--- src/rtl/rgb565_gray_pipe_ise_if.sv ---
// Custom-instruction bus bundle for the RGB565 grayscale ISE.
// The CPU side drives the request fields; the ISE returns done/result.
interface rgb565_gray_pipe_ise_if;
    logic        start;
    logic [7:0]  iseId;
    logic [31:0] valueA;
    logic [31:0] valueB;
    logic        done;
    logic [31:0] result;

    modport master (
        output start, iseId, valueA, valueB,
        input  done, result
    );

    modport slave (
        input  start, iseId, valueA, valueB,
        output done, result
    );
endinterface

--- src/rtl/rgb565_gray_pipe_ise.sv ---
// Pipelined custom instruction: four packed RGB565 pixels -> four 8-bit gray
// values using programmable Q0.8 luma weights and optional rounding.
// One operation in flight at a time; a per-stage valid bit tracks it.
module rgb565_gray_pipe_ise #(
    parameter logic [7:0] customInstructionId = 8'd15,
    parameter int         PIPE_STAGES         = 2,
    parameter logic [7:0] R_W                 = 8'd77,
    parameter logic [7:0] G_W                 = 8'd150,
    parameter logic [7:0] B_W                 = 8'd29,
    parameter bit         ROUND               = 1'b1
) (
    input logic                    clock,
    input logic                    reset,
    rgb565_gray_pipe_ise_if.slave  bus
);

    // Expand one pixel and form its three weighted products {R, G, B}.
    function automatic logic [47:0] lane_products(input logic [15:0] px);
        logic [7:0] r8, g8, b8;
        r8 = {px[15:11], px[15:13]};
        g8 = {px[10:5],  px[10:9]};
        b8 = {px[4:0],   px[4:2]};
        return {16'(R_W) * 16'(r8), 16'(G_W) * 16'(g8), 16'(B_W) * 16'(b8)};
    endfunction

    // Unrounded sum of the three products (fits 18 bits with headroom for +128).
    function automatic logic [17:0] lane_sum(input logic [47:0] p);
        return 18'(p[47:32]) + 18'(p[31:16]) + 18'(p[15:0]);
    endfunction

    // Round, take the integer part and saturate to 8 bits.
    function automatic logic [7:0] lane_gray(input logic [17:0] s);
        logic [17:0] t;
        t = s + (ROUND ? 18'd128 : 18'd0);
        return (t[17:16] != 2'b00) ? 8'hFF : t[15:8];
    endfunction

    logic                  r_busy;
    logic                  r_done;
    logic [31:0]           r_result;
    logic                  w_accept;
    logic                  w_fin_valid;
    logic [3:0][15:0]      w_px;
    logic [3:0][47:0]      w_prod_in;
    logic [3:0][7:0]       w_gray;

    assign w_accept = bus.start && (bus.iseId == customInstructionId) && !r_busy;
    assign w_px     = {bus.valueB[15:0], bus.valueB[31:16],
                       bus.valueA[15:0], bus.valueA[31:16]};

    // Products straight from the live operands: the first register stage
    // captures these, so operands are consumed in the accepting cycle.
    always_comb begin
        for (int unsigned i = 0; i < 4; i++) begin
            w_prod_in[i] = lane_products(w_px[i]);
        end
    end

    if (PIPE_STAGES == 1) begin : g_p1
        assign w_fin_valid = w_accept;

        // Whole datapath feeds the result register in the accepting cycle.
        always_comb begin
            for (int unsigned i = 0; i < 4; i++) begin
                w_gray[i] = lane_gray(lane_sum(w_prod_in[i]));
            end
        end
    end else if (PIPE_STAGES == 2) begin : g_p2
        logic             r_v1;
        logic [3:0][47:0] r_prod;

        // Product register stage with its valid bit.
        always_ff @(posedge clock or posedge reset) begin
            if (reset) begin
                r_v1   <= 1'b0;
                r_prod <= '0;
            end else begin
                r_v1 <= w_accept;
                if (w_accept) r_prod <= w_prod_in;
            end
        end

        assign w_fin_valid = r_v1;

        // Sum, round and saturate from the registered products.
        always_comb begin
            for (int unsigned i = 0; i < 4; i++) begin
                w_gray[i] = lane_gray(lane_sum(r_prod[i]));
            end
        end
    end else if (PIPE_STAGES == 3) begin : g_p3
        logic             r_v1;
        logic             r_v2;
        logic [3:0][47:0] r_prod;
        logic [3:0][17:0] r_sum;

        // Product and sum register stages with their valid bits.
        always_ff @(posedge clock or posedge reset) begin
            if (reset) begin
                r_v1   <= 1'b0;
                r_v2   <= 1'b0;
                r_prod <= '0;
                r_sum  <= '0;
            end else begin
                r_v1 <= w_accept;
                r_v2 <= r_v1;
                if (w_accept) r_prod <= w_prod_in;
                if (r_v1) begin
                    for (int unsigned i = 0; i < 4; i++) begin
                        r_sum[i] <= lane_sum(r_prod[i]);
                    end
                end
            end
        end

        assign w_fin_valid = r_v2;

        // Round and saturate from the registered sums.
        always_comb begin
            for (int unsigned i = 0; i < 4; i++) begin
                w_gray[i] = lane_gray(r_sum[i]);
            end
        end
    end else begin : g_bad
        $error("rgb565_gray_pipe_ise: PIPE_STAGES must be 1, 2 or 3");
        assign w_fin_valid = 1'b0;
        assign w_gray      = '0;
    end

    // Output strobe/result and the busy flag; busy drops on the edge that
    // raises done, which for a single stage means it never rises at all.
    always_ff @(posedge clock or posedge reset) begin
        if (reset) begin
            r_busy   <= 1'b0;
            r_done   <= 1'b0;
            r_result <= '0;
        end else begin
            r_busy   <= (r_busy | w_accept) & ~w_fin_valid;
            r_done   <= w_fin_valid;
            r_result <= w_fin_valid ? w_gray : '0;
        end
    end

    assign bus.done   = r_done;
    assign bus.result = r_result;

endmodule

--- src/flat_wrapper.sv ---
// flat-port wrapper written by rule: the top's interface ports become plain ports
module rgb565_gray_pipe_ise_flat 
#(
    parameter logic [7:0] customInstructionId = 8'd15,
    parameter int         PIPE_STAGES         = 2,
    parameter logic [7:0] R_W                 = 8'd77,
    parameter logic [7:0] G_W                 = 8'd150,
    parameter logic [7:0] B_W                 = 8'd29,
    parameter bit         ROUND               = 1'b1
)
  (clock, reset, bus_start, bus_iseId, bus_valueA, bus_valueB, bus_done, bus_result);
  rgb565_gray_pipe_ise_if bus_i ();
  input logic clock;
  input logic reset;
  input wire logic [$bits(bus_i.start)-1:0] bus_start;
  input wire logic [$bits(bus_i.iseId)-1:0] bus_iseId;
  input wire logic [$bits(bus_i.valueA)-1:0] bus_valueA;
  input wire logic [$bits(bus_i.valueB)-1:0] bus_valueB;
  output wire logic [$bits(bus_i.done)-1:0] bus_done;
  output wire logic [$bits(bus_i.result)-1:0] bus_result;
  assign bus_i.start = bus_start;
  assign bus_i.iseId = bus_iseId;
  assign bus_i.valueA = bus_valueA;
  assign bus_i.valueB = bus_valueB;
  assign bus_done = bus_i.done;
  assign bus_result = bus_i.result;
  rgb565_gray_pipe_ise #(.customInstructionId(customInstructionId), .PIPE_STAGES(PIPE_STAGES), .R_W(R_W), .G_W(G_W), .B_W(B_W), .ROUND(ROUND)) u_core (.clock(clock), .reset(reset), .bus(bus_i));
endmodule
--- config.mk ---
export PLATFORM = sky130hd
export DESIGN_NAME = rgb565_gray_pipe_ise_flat
export DESIGN_NICKNAME = d
export VERILOG_FILES = /design/src/rtl/rgb565_gray_pipe_ise_if.sv /design/src/rtl/rgb565_gray_pipe_ise.sv /design/src/flat_wrapper.sv
export SDC_FILE = /design/constraint.sdc
export NUM_CORES = 1
export LEC_CHECK = 0
export CORE_MARGIN = 4
export CORE_UTILIZATION = 41
export CTS_CLUSTER_SIZE = 24
export DETAILED_ROUTE_END_ITERATION = 6
export SETUP_SLACK_MARGIN = 0.02
export SLEW_MARGIN = 20
export SYNTH_ARGS = -nofsm -noshare
export SYNTH_HDL_FRONTEND = slang
export SYNTH_SLANG_ARGS = --single-unit
--- constraint.sdc ---
create_clock -name clock -period 12.5 [get_ports clock]
set_clock_uncertainty 0.15 [all_clocks]
set_input_delay 1.875 -clock clock [delete_from_list [all_inputs] [get_ports clock]]
set_output_delay 1.875 -clock clock [all_outputs]
set_load 0.05 [all_outputs]
==> impl_metrics.tcl <==
set metrics [dict create \
    chipHeight_um 244 \
    pin_count 108 \
    hold_path_class "register to register" \
    hold_ws_ns 0.325 \
    dp.cells 3335 \
    synth_ff_type "dfrtp_1" \
    cts.sinks 207 \
    vias 17173 \
    tns_ns 0 \
    finalWorstSetupSlack_ns 6.93 \
    cp.arrival_ns 5.80 \
    rsz0062_at_grt "false" \
    ys_warn_count 0 \
    dp_hpwl_um 39300 \
    drt-pass1-iter-count 5 \
    drv_slew 0 \
    crit_path_start_kind "input port" \
    power.total_w 0.00261 \
    seq_area_frac_synth 0.226 \
    cts_buffers 26 \
    hold_viol 0 \
    synth_edf_count 0 \
    relSlewSlack 0.374 \
    drt_wl_total_um 48700 \
    period_share 0.445 \
    crit_type "input port to register" \
    antenna_found_initial 0 \
    synthArstFlopShare 1.00 \
    n_fill_cell 5259 \
    cts_hold_buf 0 \
    synthCells 2516 \
    synth_area_um2 22900 \
    clock_latency_ns 0.54 \
    required_ns 12.73 \
    antenna_left 0 \
    fin_cells 3383 \
    synth_cell_types 83 \
    core-area_um2 55200 \
    start_util 0.415 \
    critPathCaptureType "register" \
    clkTransAtPathRegs_ns 0.06 \
    finalSetupViolations 0 \
    vias_per_cell 5.08 \
    status "finished, final reports clean" \
    cts_max_path_buffers 3 \
    p_leak_nw 14.1 \
    tritoncts "done" \
    yosys_register_bits 207 \
    fin_crit_ns 5.57 \
    drt_drc_violations_left 0 \
    syn_nets 3231 \
    postCtsSetupRepairBufs 0 \
    powerDensity_nw_per_um2 101 \
    wl_per_cell_um 14.4 \
    grt_pass1_wl_um 84800 \
    root_buffer "clkbuf_16" \
    cp_max_fo 7 \
    fmax_mhz 180 \
    syn_area_per_cell_um2 9.10 \
    gp_congestion 0.841 \
    cts_max_level 1 \
    io_buffers 107 \
    antenna_cells 0 \
    drt_iter0_markers 665 \
    grt_max_degree 111 \
    fp-row-count 86 \
    final_common_cell "ha_1" \
    layout-drive-gt1-share 0.0300 \
    peakVddDrop_mv 0.0997 \
    place_ws_ns 6.38 \
    floorplan.die_area_um2 59700 \
    first_global_vias 17823 \
    grtUsageTotal 0.167 \
    ctsResizeCount 0 \
    drv_cap 0 \
    grt_overflow 0 \
    fp.dieW_um 244 \
    nNetsFinal 3330 \
    final_cell_mix "ha_1, inv_1, nand2_1" \
    worstMarginPinSlew_ns 0.940 \
    syn2layout_area_growth_pct 12.4 \
]
==> logic make-up (layout without fill, tap and decap cells) <==
| kind of cell | after synthesis | in the layout | share of synthesized area |
|---|---|---|---|
| flip-flops | 207 | 207 | 0.226 |
| XOR/XNOR | 165 | 165 | 0.0631 |
| AND/OR/NAND/NOR | 499 | 499 | 0.0963 |
| AO/OA/AOI/OAI | 583 | 583 | 0.161 |
| adder cells (fa/ha/maj) | 640 | 640 | 0.383 |
| multiplexers | 1 | 1 | 0.000437 |
| buffers and inverters | 421 | 540 | 0.0695 |
==> layout make-up <==
type / instances / area (µm²) / area share
Clock inverter: 10 / 184 / 0.00715
Tap cell: 748 / 936 / 0.0364
Inverter: 380 / 1430 / 0.0557
Multi-Input combinational cell: 1888 / 16100 / 0.627
Clock buffer: 38 / 757 / 0.0294
Timing Repair Buffer: 112 / 1110 / 0.0431
Sequential cell: 207 / 5180 / 0.201
==> path summary, 6_finish.rpt <==
check	end	from	slack (ns)	cells past startpoint
worst max register to register	u_core.bus.result[27]$_DFF_PP0_	u_core.g_p2.r_prod[161]$_DFFE_PP0P_	7.88	18
worst max-delay path	u_core.g_p2.r_prod[78]$_DFFE_PP0P_	bus_valueA[9]	6.93	15
worst min register to register	u_core.g_p2.r_prod[176]$_DFFE_PP0P_	u_core.g_p2.r_prod[176]$_DFFE_PP0P_	0.33	2
worst min-delay path	u_core.g_p2.r_prod[176]$_DFFE_PP0P_	u_core.g_p2.r_prod[176]$_DFFE_PP0P_	0.33	2
min in group asynchronous	u_core.r_busy$_DFF_PP0_	reset	1.69	2
max in group asynchronous	u_core.g_p2.r_prod[186]$_DFFE_PP0P_	reset	9.22	3
==> worst max-delay path, cell delays in order <==
cell and delay [ns]:
clkdlybuf4s50_1 0.63, ha_1 0.29, ha_1 0.27, inv_1 0.05, fa_1 0.49, fa_1 0.51, inv_1 0.04, ha_1 0.23
or3_1 0.37, o21ai_0 0.12, nor3_1 0.11, a2111oi_2 0.43, a21oi_1 0.15, xnor2_1 0.16, o21ai_1 0.07
==> synth_stat cells, drive strengths merged, types with 5 or more instances <==
| cell type | instances | area share |
|---|---|---|
| o211a | 5 | 0.0022 |
| ha | 538 | 0.29 |
| nand3 | 20 | 0.0046 |
| and3 | 9 | 0.0025 |
| xor2 | 60 | 0.023 |
| and2 | 11 | 0.0031 |
| o31ai | 6 | 0.0022 |
| o21bai | 33 | 0.011 |
| o41ai | 5 | 0.0022 |
| clkbuf | 40 | 0.0070 |
| nor2 | 87 | 0.014 |
| or3 | 7 | 0.0020 |
| nor2b | 7 | 0.0022 |
| xnor2 | 105 | 0.040 |
| a41o | 5 | 0.0022 |
| a211oi | 16 | 0.0055 |
| nor3 | 32 | 0.0070 |
| o31a | 5 | 0.0020 |
| o211ai | 6 | 0.0020 |
| a21oi | 134 | 0.030 |
| inv | 380 | 0.062 |
| fa | 102 | 0.089 |
| dfrtp | 207 | 0.23 |
| o22ai | 5 | 0.0014 |
| a31oi | 19 | 0.0052 |
| a2111oi | 7 | 0.0040 |
| nand2 | 279 | 0.046 |
| nand4 | 12 | 0.0033 |
| o21ai | 196 | 0.043 |
| o21a | 34 | 0.011 |
| a211o | 9 | 0.0034 |
| a21o | 76 | 0.025 |
| nand2b | 14 | 0.0038 |
==> sequential cells by signal, summed over array words and instances (netlist names) <==
register,count
u_core.r_busy,1
u_core.g_p2.r_prod,172
u_core.g_p2.r_v1,1
u_core.bus.result,32
u_core.bus.done,1
==> metal layers <==
| layer | vias to the layer above | routed length, µm | GRT usage |
|---|---|---|---|
| met5 | - | 0 | 0 |
| met4 | 0 | 697 | 0.0245 |
| met3 | 48 | 1390 | 0.0211 |
| met2 | 193 | 22800 | 0.291 |
| met1 | 8133 | 23800 | 0.227 |
| li1 | 8799 | - | - |
==> where the power goes <==
part | leakage, nW | internal (W) | switching [W] | total, W
logic | 10.8 | 0.000498 | 0.000620 | 0.00112
clock network | 0.458 | 0.000523 | 0.000299 | 0.000821
registers | 2.83 | 0.000670 | 0 | 0.000670
==> metrics by stage <==
| stage | util | cell area, µm² |
|---|---|---|
| floorplan | - | 22900 |
| global placement | 0.449 | 24800 |
| detailed placement | 0.449 | 24800 |
| CTS | 0.466 | 25700 |
| global route | 0.466 | 25700 |
| finish | 0.466 | 25700 |
No activity file was read; power rests on OpenSTA's default activity.
